File: src/rtl/lsu_pkg.sv
// lsu_pkg: shared types and helpers for the memory-stage load/store unit.
//   - FSM state encoding (IDLE, REQ, WAIT_R, DONE)
//   - funct3 size/sign encodings for loads and stores
//   - latched bus request record
//   - byte-enable, store-lane and alignment helpers
package lsu_pkg;

    typedef logic [1:0] lsu_state_t;
    localparam lsu_state_t IDLE   = 2'd0;
    localparam lsu_state_t REQ    = 2'd1;
    localparam lsu_state_t WAIT_R = 2'd2;
    localparam lsu_state_t DONE   = 2'd3;

    localparam logic [2:0] F3_B  = 3'b000;
    localparam logic [2:0] F3_H  = 3'b001;
    localparam logic [2:0] F3_W  = 3'b010;
    localparam logic [2:0] F3_BU = 3'b100;
    localparam logic [2:0] F3_HU = 3'b101;

    // Everything the bus phase needs once the pipeline inputs are released.
    typedef struct packed {
        logic        we;
        logic [3:0]  be;
        logic [31:0] wdata;
        logic [2:0]  funct3;
        logic [1:0]  lo;
    } mem_req_t;

    // funct3[1:0] carries the access size for both loads and stores.
    function automatic logic [3:0] be_gen(input logic [2:0] funct3, input logic [1:0] lo);
        case (funct3[1:0])
            2'b00:   be_gen = 4'b0001 << lo;
            2'b01:   be_gen = 4'b0011 << lo;
            default: be_gen = 4'b1111;
        endcase
    endfunction

    // Replicate the store data across every lane it might land in.
    function automatic logic [31:0] store_lanes(input logic [2:0] funct3, input logic [31:0] wdata);
        case (funct3[1:0])
            2'b00:   store_lanes = {4{wdata[7:0]}};
            2'b01:   store_lanes = {2{wdata[15:0]}};
            default: store_lanes = wdata;
        endcase
    endfunction

    // Illegal funct3 for the direction is reported the same way as bad alignment.
    function automatic logic access_misaligned(input logic we, input logic [2:0] funct3,
                                               input logic [1:0] lo);
        logic legal;
        logic bad_align;
        if (we) legal = (funct3 inside {F3_B, F3_H, F3_W});
        else    legal = (funct3 inside {F3_B, F3_H, F3_W, F3_BU, F3_HU});
        case (funct3[1:0])
            2'b01:   bad_align = lo[0];
            2'b10:   bad_align = |lo;
            default: bad_align = 1'b0;
        endcase
        access_misaligned = !legal || bad_align;
    endfunction

endpackage

File: src/rtl/load_extend.sv
// load_extend: selects the addressed byte/halfword from a bus word and
// sign- or zero-extends it according to the load funct3.
//   word    in  32  raw bus read word
//   addr_lo in  2   byte offset of the access
//   funct3  in  3   LB/LH/LW/LBU/LHU
//   result  out 32  extended load value
module load_extend
    import lsu_pkg::*;
(
    input  logic [31:0] word,
    input  logic [1:0]  addr_lo,
    input  logic [2:0]  funct3,
    output logic [31:0] result
);

    logic [7:0]  b;
    logic [15:0] h;

    always_comb begin
        b = word[{addr_lo, 3'b000} +: 8];
        // Halfwords are always 2-byte aligned here, so addr_lo[1] picks the lane.
        h = addr_lo[1] ? word[31:16] : word[15:0];
        case (funct3)
            F3_B:    result = {{24{b[7]}}, b};
            F3_BU:   result = {24'd0, b};
            F3_H:    result = {{16{h[15]}}, h};
            F3_HU:   result = {16'd0, h};
            default: result = word;
        endcase
    end

endmodule

File: src/rtl/mem_access_unit.sv
// mem_access_unit: M-stage load/store unit driving a req/gnt/rvalid bus.
//   clk, rst            clock, async active-low reset
//   mem_read_m/write_m  M-stage load/store strobes (store wins)
//   addr_m, wdata_m     byte address and store data
//   funct3_m            access size/sign
//   rdata_m             extended load result (held until next load/timeout)
//   stall_m             hold F/D/E/M while an access is in flight
//   misalign_err        pulse, cycle after a rejected access
//   timeout_err         pulse, cycle after a bus timeout
//   bus_req/we/addr/be/wdata  bus request side
//   bus_gnt/rvalid/rdata      bus response side
module mem_access_unit
    import lsu_pkg::*;
#(
    parameter int TIMEOUT_CYCLES = 255,
    parameter int ADDR_W         = 32
) (
    input  logic              clk,
    input  logic              rst,
    input  logic              mem_read_m,
    input  logic              mem_write_m,
    input  logic [ADDR_W-1:0] addr_m,
    input  logic [31:0]       wdata_m,
    input  logic [2:0]        funct3_m,
    output logic [31:0]       rdata_m,
    output logic              stall_m,
    output logic              misalign_err,
    output logic              timeout_err,
    output logic              bus_req,
    output logic              bus_we,
    output logic [ADDR_W-1:0] bus_addr,
    output logic [3:0]        bus_be,
    output logic [31:0]       bus_wdata,
    input  logic              bus_gnt,
    input  logic              bus_rvalid,
    input  logic [31:0]       bus_rdata
);

    // Counter runs 0..TIMEOUT_CYCLES-1 inside one state.
    localparam int CNT_W = (TIMEOUT_CYCLES > 1) ? $clog2(TIMEOUT_CYCLES) : 1;
    localparam logic [CNT_W-1:0] CNT_LAST =
        CNT_W'((TIMEOUT_CYCLES > 0) ? TIMEOUT_CYCLES - 1 : 0);

    lsu_state_t        state;
    logic [CNT_W-1:0]  cnt;
    mem_req_t          req_q;
    logic              access;
    logic              misaligned;
    logic              tmo_hit;
    logic [31:0]       ext_word;

    assign access     = mem_read_m | mem_write_m;
    assign misaligned = access_misaligned(mem_write_m, funct3_m, addr_m[1:0]);
    assign tmo_hit    = (TIMEOUT_CYCLES != 0) && (cnt == CNT_LAST);

    // Decoded from state so the async reset drops it immediately.
    assign bus_req   = (state == REQ);
    assign bus_we    = req_q.we;
    assign bus_be    = req_q.be;
    assign bus_wdata = req_q.wdata;

    load_extend u_ext (
        .word    (bus_rdata),
        .addr_lo (req_q.lo),
        .funct3  (req_q.funct3),
        .result  (ext_word)
    );

    always_comb begin
        stall_m = 1'b0;
        case (state)
            IDLE:        stall_m = access & ~misaligned;
            REQ, WAIT_R: stall_m = 1'b1;
            default:     stall_m = 1'b0;
        endcase
        // Pipeline must not be held while the unit is in reset.
        if (!rst) stall_m = 1'b0;
    end

    always_ff @(posedge clk or negedge rst) begin
        if (!rst) begin
            state        <= IDLE;
            cnt          <= '0;
            req_q        <= '0;
            bus_addr     <= '0;
            rdata_m      <= '0;
            misalign_err <= 1'b0;
            timeout_err  <= 1'b0;
        end else begin
            misalign_err <= 1'b0;
            timeout_err  <= 1'b0;
            case (state)
                IDLE: begin
                    if (access) begin
                        if (misaligned) begin
                            misalign_err <= 1'b1;
                        end else begin
                            req_q.we     <= mem_write_m;
                            req_q.be     <= be_gen(funct3_m, addr_m[1:0]);
                            req_q.wdata  <= store_lanes(funct3_m, wdata_m);
                            req_q.funct3 <= funct3_m;
                            req_q.lo     <= addr_m[1:0];
                            bus_addr     <= {addr_m[ADDR_W-1:2], 2'b00};
                            cnt          <= '0;
                            state        <= REQ;
                        end
                    end
                end
                REQ: begin
                    // gnt on the last allowed cycle still wins over the timeout.
                    if (bus_gnt) begin
                        cnt   <= '0;
                        state <= req_q.we ? DONE : WAIT_R;
                    end else if (tmo_hit) begin
                        timeout_err <= 1'b1;
                        if (!req_q.we) rdata_m <= '0;
                        state <= DONE;
                    end else begin
                        cnt <= cnt + 1'b1;
                    end
                end
                WAIT_R: begin
                    if (bus_rvalid) begin
                        rdata_m <= ext_word;
                        state   <= DONE;
                    end else if (tmo_hit) begin
                        timeout_err <= 1'b1;
                        rdata_m     <= '0;
                        state       <= DONE;
                    end else begin
                        cnt <= cnt + 1'b1;
                    end
                end
                default: state <= IDLE;
            endcase
        end
    end

endmodule
File: config.mk
export PLATFORM = sky130hd
export DESIGN_NAME = mem_access_unit
export DESIGN_NICKNAME = d
export VERILOG_FILES = /design/src/rtl/lsu_pkg.sv /design/src/rtl/load_extend.sv /design/src/rtl/mem_access_unit.sv
export SDC_FILE = /design/constraint.sdc
export NUM_CORES = 1
export LEC_CHECK = 0
export CORE_ASPECT_RATIO = 0.7
export CORE_MARGIN = 3
export CORE_UTILIZATION = 40
export CTS_CLUSTER_SIZE = 30
export DETAILED_ROUTE_END_ITERATION = 6
export GPL_ROUTABILITY_DRIVEN = 0
export GPL_TIMING_DRIVEN = 0
export PLACE_DENSITY = 0.71
export SLEW_MARGIN = 20
export SYNTH_ARGS = -nofsm -noshare
export SYNTH_HDL_FRONTEND = slang
export SYNTH_HIERARCHICAL = 1
export SYNTH_SLANG_ARGS = --single-unit
export TNS_END_PERCENT = 30
File: constraint.sdc
create_clock -name clk -period 6.4 [get_ports clk]
set_clock_uncertainty 0.1 [all_clocks]
set_input_delay 1.92 -clock clk [delete_from_list [all_inputs] [get_ports clk]]
set_output_delay 1.92 -clock clk [all_outputs]
set_load 0.005 [all_outputs]
==> impl_metrics.ini <==
[grt]
grt.overflow.total = 0
grt_pass1_wl_um = 30300
grt_pass1_vias = 5558
grt.total_usage_pct = 22.0
grt_max_degree = 82
antenna_found_initial = 0

[pwr]
p_seq_share_pct = 28.8
clockPowerShare_pct = 20.8
power_frac_comb_pct = 50.5
swShare_pct = 35.0
p_int_uw = 2870
switchingPower_uw = 1540
powerDensity_nw_per_um2 = 477
leakagePower_uw = 0.00394
ir_drop_v = 0.000260

[die]
core_um2 = 15000
num_io_pins = 210
die_y_um = 111
die_x_um = 156
start_util_pct = 41.8
die-area_um2 = 17300
fp-row-count = 37

[clock_network]
hold_buffers = 0
cts_sinks = 116
numCtsBuffers = 17
clk_pin_slew_ns = 0.06
clk_latency_ns = 0.41
cts_tree = done
clockBufferDepth = 2
root_buffer = clkbuf_16
htreeDepth = 4

[synthesis]
synth_top_area_share_pct = 46.1
syn_area_per_cell_um2 = 10.2
synth-seq-area-share_pct = 46.1
synthTopCellsByArea = dfrtp_1, mux2_2, o21ai_0
synth_area_um2 = 6290
ys_warn_count = 6
synth-seq-cells = 116
ys_async_sr_fraction_pct = 100
netlist_instances = 617
synth_cell_types = 55
synth-edff-count = 0
yosys.area.top_type = dfrtp_1
synth_flop_cell = dfrtp_1

[placement]
port_buffers = 206
place_ws_ns = -0.196
dp_hpwl_um = 14400
place_inst = 1020
placed_cell_area_um2 = 8630

[route]
post-route-drc-count = 0
drt_iter0_markers = 430
vias = 5542
wire_per_inst_um = 17.7
ant_nets = 0
first_pass_iters = 5
via_per_inst = 5.26
finalWirelength_um = 18600

[critical_path]
required_ns = 4.38
crit_buf_inv = 6
cp-start-kind = input port
critPathCaptureType = output pin
worstSetupPathType = in -> out
crit_arrival_ns = 4.20
crit_chain = clkdlybuf4s50_1, inv_2, ha_1, buf_4, o21bai_1, a21o_1, or3_1, buf_2, buf_6, nor2b_1, nor3b_2, clkdlybuf4s15_1
cpMaxStageDelayCell = clkdlybuf4s50_1
crit_fanout = 10
reg2reg_slack_ns = 3.73
slowest_delay_ns = 0.44
crit_family = buffers and inverters
timing.rr.start = state[0]
reg2reg_depth = 8
r2r_end = cnt[2]

[timing]
worst_pin_slew_ns = 0.753
fin_ws_ns = 0.180
drv_slew = 0
rsz0062_at_grt = no
slew_headroom_pct = 49.8
period_needed_ns = 6.22
fmax_mhz = 161
timing.setup.tns_ns = 0
setup_violations = 0
final_hold_viol_count = 0
post-route-period-util_pct = 97.2

[layout]
diodes = 0
seqCellArea_um2 = 2900
drive_gt1_share_pct = 20.2
final_cell_mix = clkdlybuf4s50_1, dfrtp_1, o21ai_0, buf_4, nand2_1
post-route-util_pct = 61.4
multiInputGateArea_um2 = 2770
final_common_cell = clkdlybuf4s50_1
design_area_um2 = 9240
num-fill-cells = 1224
stdcell_count = 1053
area_growth_pct = 46.9
final_nets = 960

[min_path]
hold_path_end = bus_wdata[27]
hp-start = bus_wdata[27]
min_path_cells = 2
hold_class = reg -> reg

[run]
drv_cap = 0

[run_status]
status = finished clean
[cells by family after synthesis]
family                     count (synthesis)  synth area share (%)
DFF                                      116                  46.1
muxes                                     54                  10.1
other                                      1                0.0596
AOI/OAI and AO/OA                        183                  20.9
adders and majority gates                 10                  1.99
and+or+nand+nor                          135                  10.4
buffers and inverters                    118                  10.5
[cells in the mapped netlist (2+ instances only)]
library cell	number
mux2_2	39
a2bb2oi_1	8
buf_4	43
mux2i_1	6
a211oi_1	3
nand2b_1	3
a21oi_1	19
dfrtp_1	116
buf_2	7
a21o_1	3
o21a_1	5
a22o_1	2
nor2b_1	14
o21ai_0	85
a22oi_1	8
nand2_1	43
a221o_1	14
a2bb2oi_2	14
clkbuf_1	22
mux2_4	9
inv_1	39
or2_2	3
a31o_2	3
nand3_1	34
and3_1	5
ha_1	10
nor2_1	21
nand4_1	3
o221ai_1	5
buf_6	6
[stage by stage]
step	hold WS, ns	power (uW)
after floorplan	0.351	2450
after global placement	0.365	3430
after detailed placement	0.372	3490
after CTS	0.385	4430
after global routing	0.402	4710
final	0.380	4410
[sequential cells by signal, summed over array words and instances (netlist names)]
| register | count |
|---|---|
| bus_wdata | 32 |
| timeout_err | 1 |
| misalign_err | 1 |
| req_q | 5 |
| bus_we | 1 |
| rdata_m | 32 |
| bus_addr | 30 |
| cnt | 8 |
| state | 2 |
| bus_be | 4 |
[worst max path at each step]
stage,cells after the start,slack [ns],to,from
after floorplan,10,0.96,stall_m,funct3_m[1]
after detailed placement,11,-0.20,stall_m,funct3_m[0]
final,12,0.18,stall_m,funct3_m[1]
after global placement,3,-2.79,stall_m,rst
after global routing,12,0.03,stall_m,funct3_m[1]
after CTS,11,0.07,stall_m,funct3_m[0]
[worst reg2reg max path: cells and delay by family (launching register included)]
kind                       cells  cell delay, ns
AOI/OAI and AO/OA              3            0.84
adders and majority gates      1            0.31
buffers and inverters          3            0.73
DFF                            1            0.41
and+or+nand+nor                1            0.17
[cell type report]
cell class,instances,area share (%)
buffer,78,5.50
clock buffer,17,4.60
clock inverter,15,1.58
inverter,40,1.62
multi-input combinational,384,29.9
sequential,116,31.4
tap,195,2.64
timing repair buffer,208,22.7
[routing by layer]
| layer | global-route usage (%) | up-vias | routed length, um |
|---|---|---|---|
| li1 | - | 2617 | - |
| met1 | 31.2 | 2675 | 8350 |
| met2 | 31.9 | 222 | 8320 |
| met3 | 7.26 | 28 | 1650 |
| met4 | 6.41 | 0 | 315 |
| met5 | 0 | - | 0 |
[power groups by stage]
stage,Combinational [uW],Clock (uW),Sequential [uW]
finish,2230,916,1270
floorplan,1200,0,1250
detailed placement,2210,0,1280
CTS,2220,934,1270
global route,2420,973,1320
global placement,2170,0,1260
[repair_timing]
item / CTS / global route
setup endpoints to repair: 1 / 1
buffers inserted: 0 / 1
gates cloned: 0 / 0
resized for setup: 1 / 8
Power figures use the tool's default switching activity.
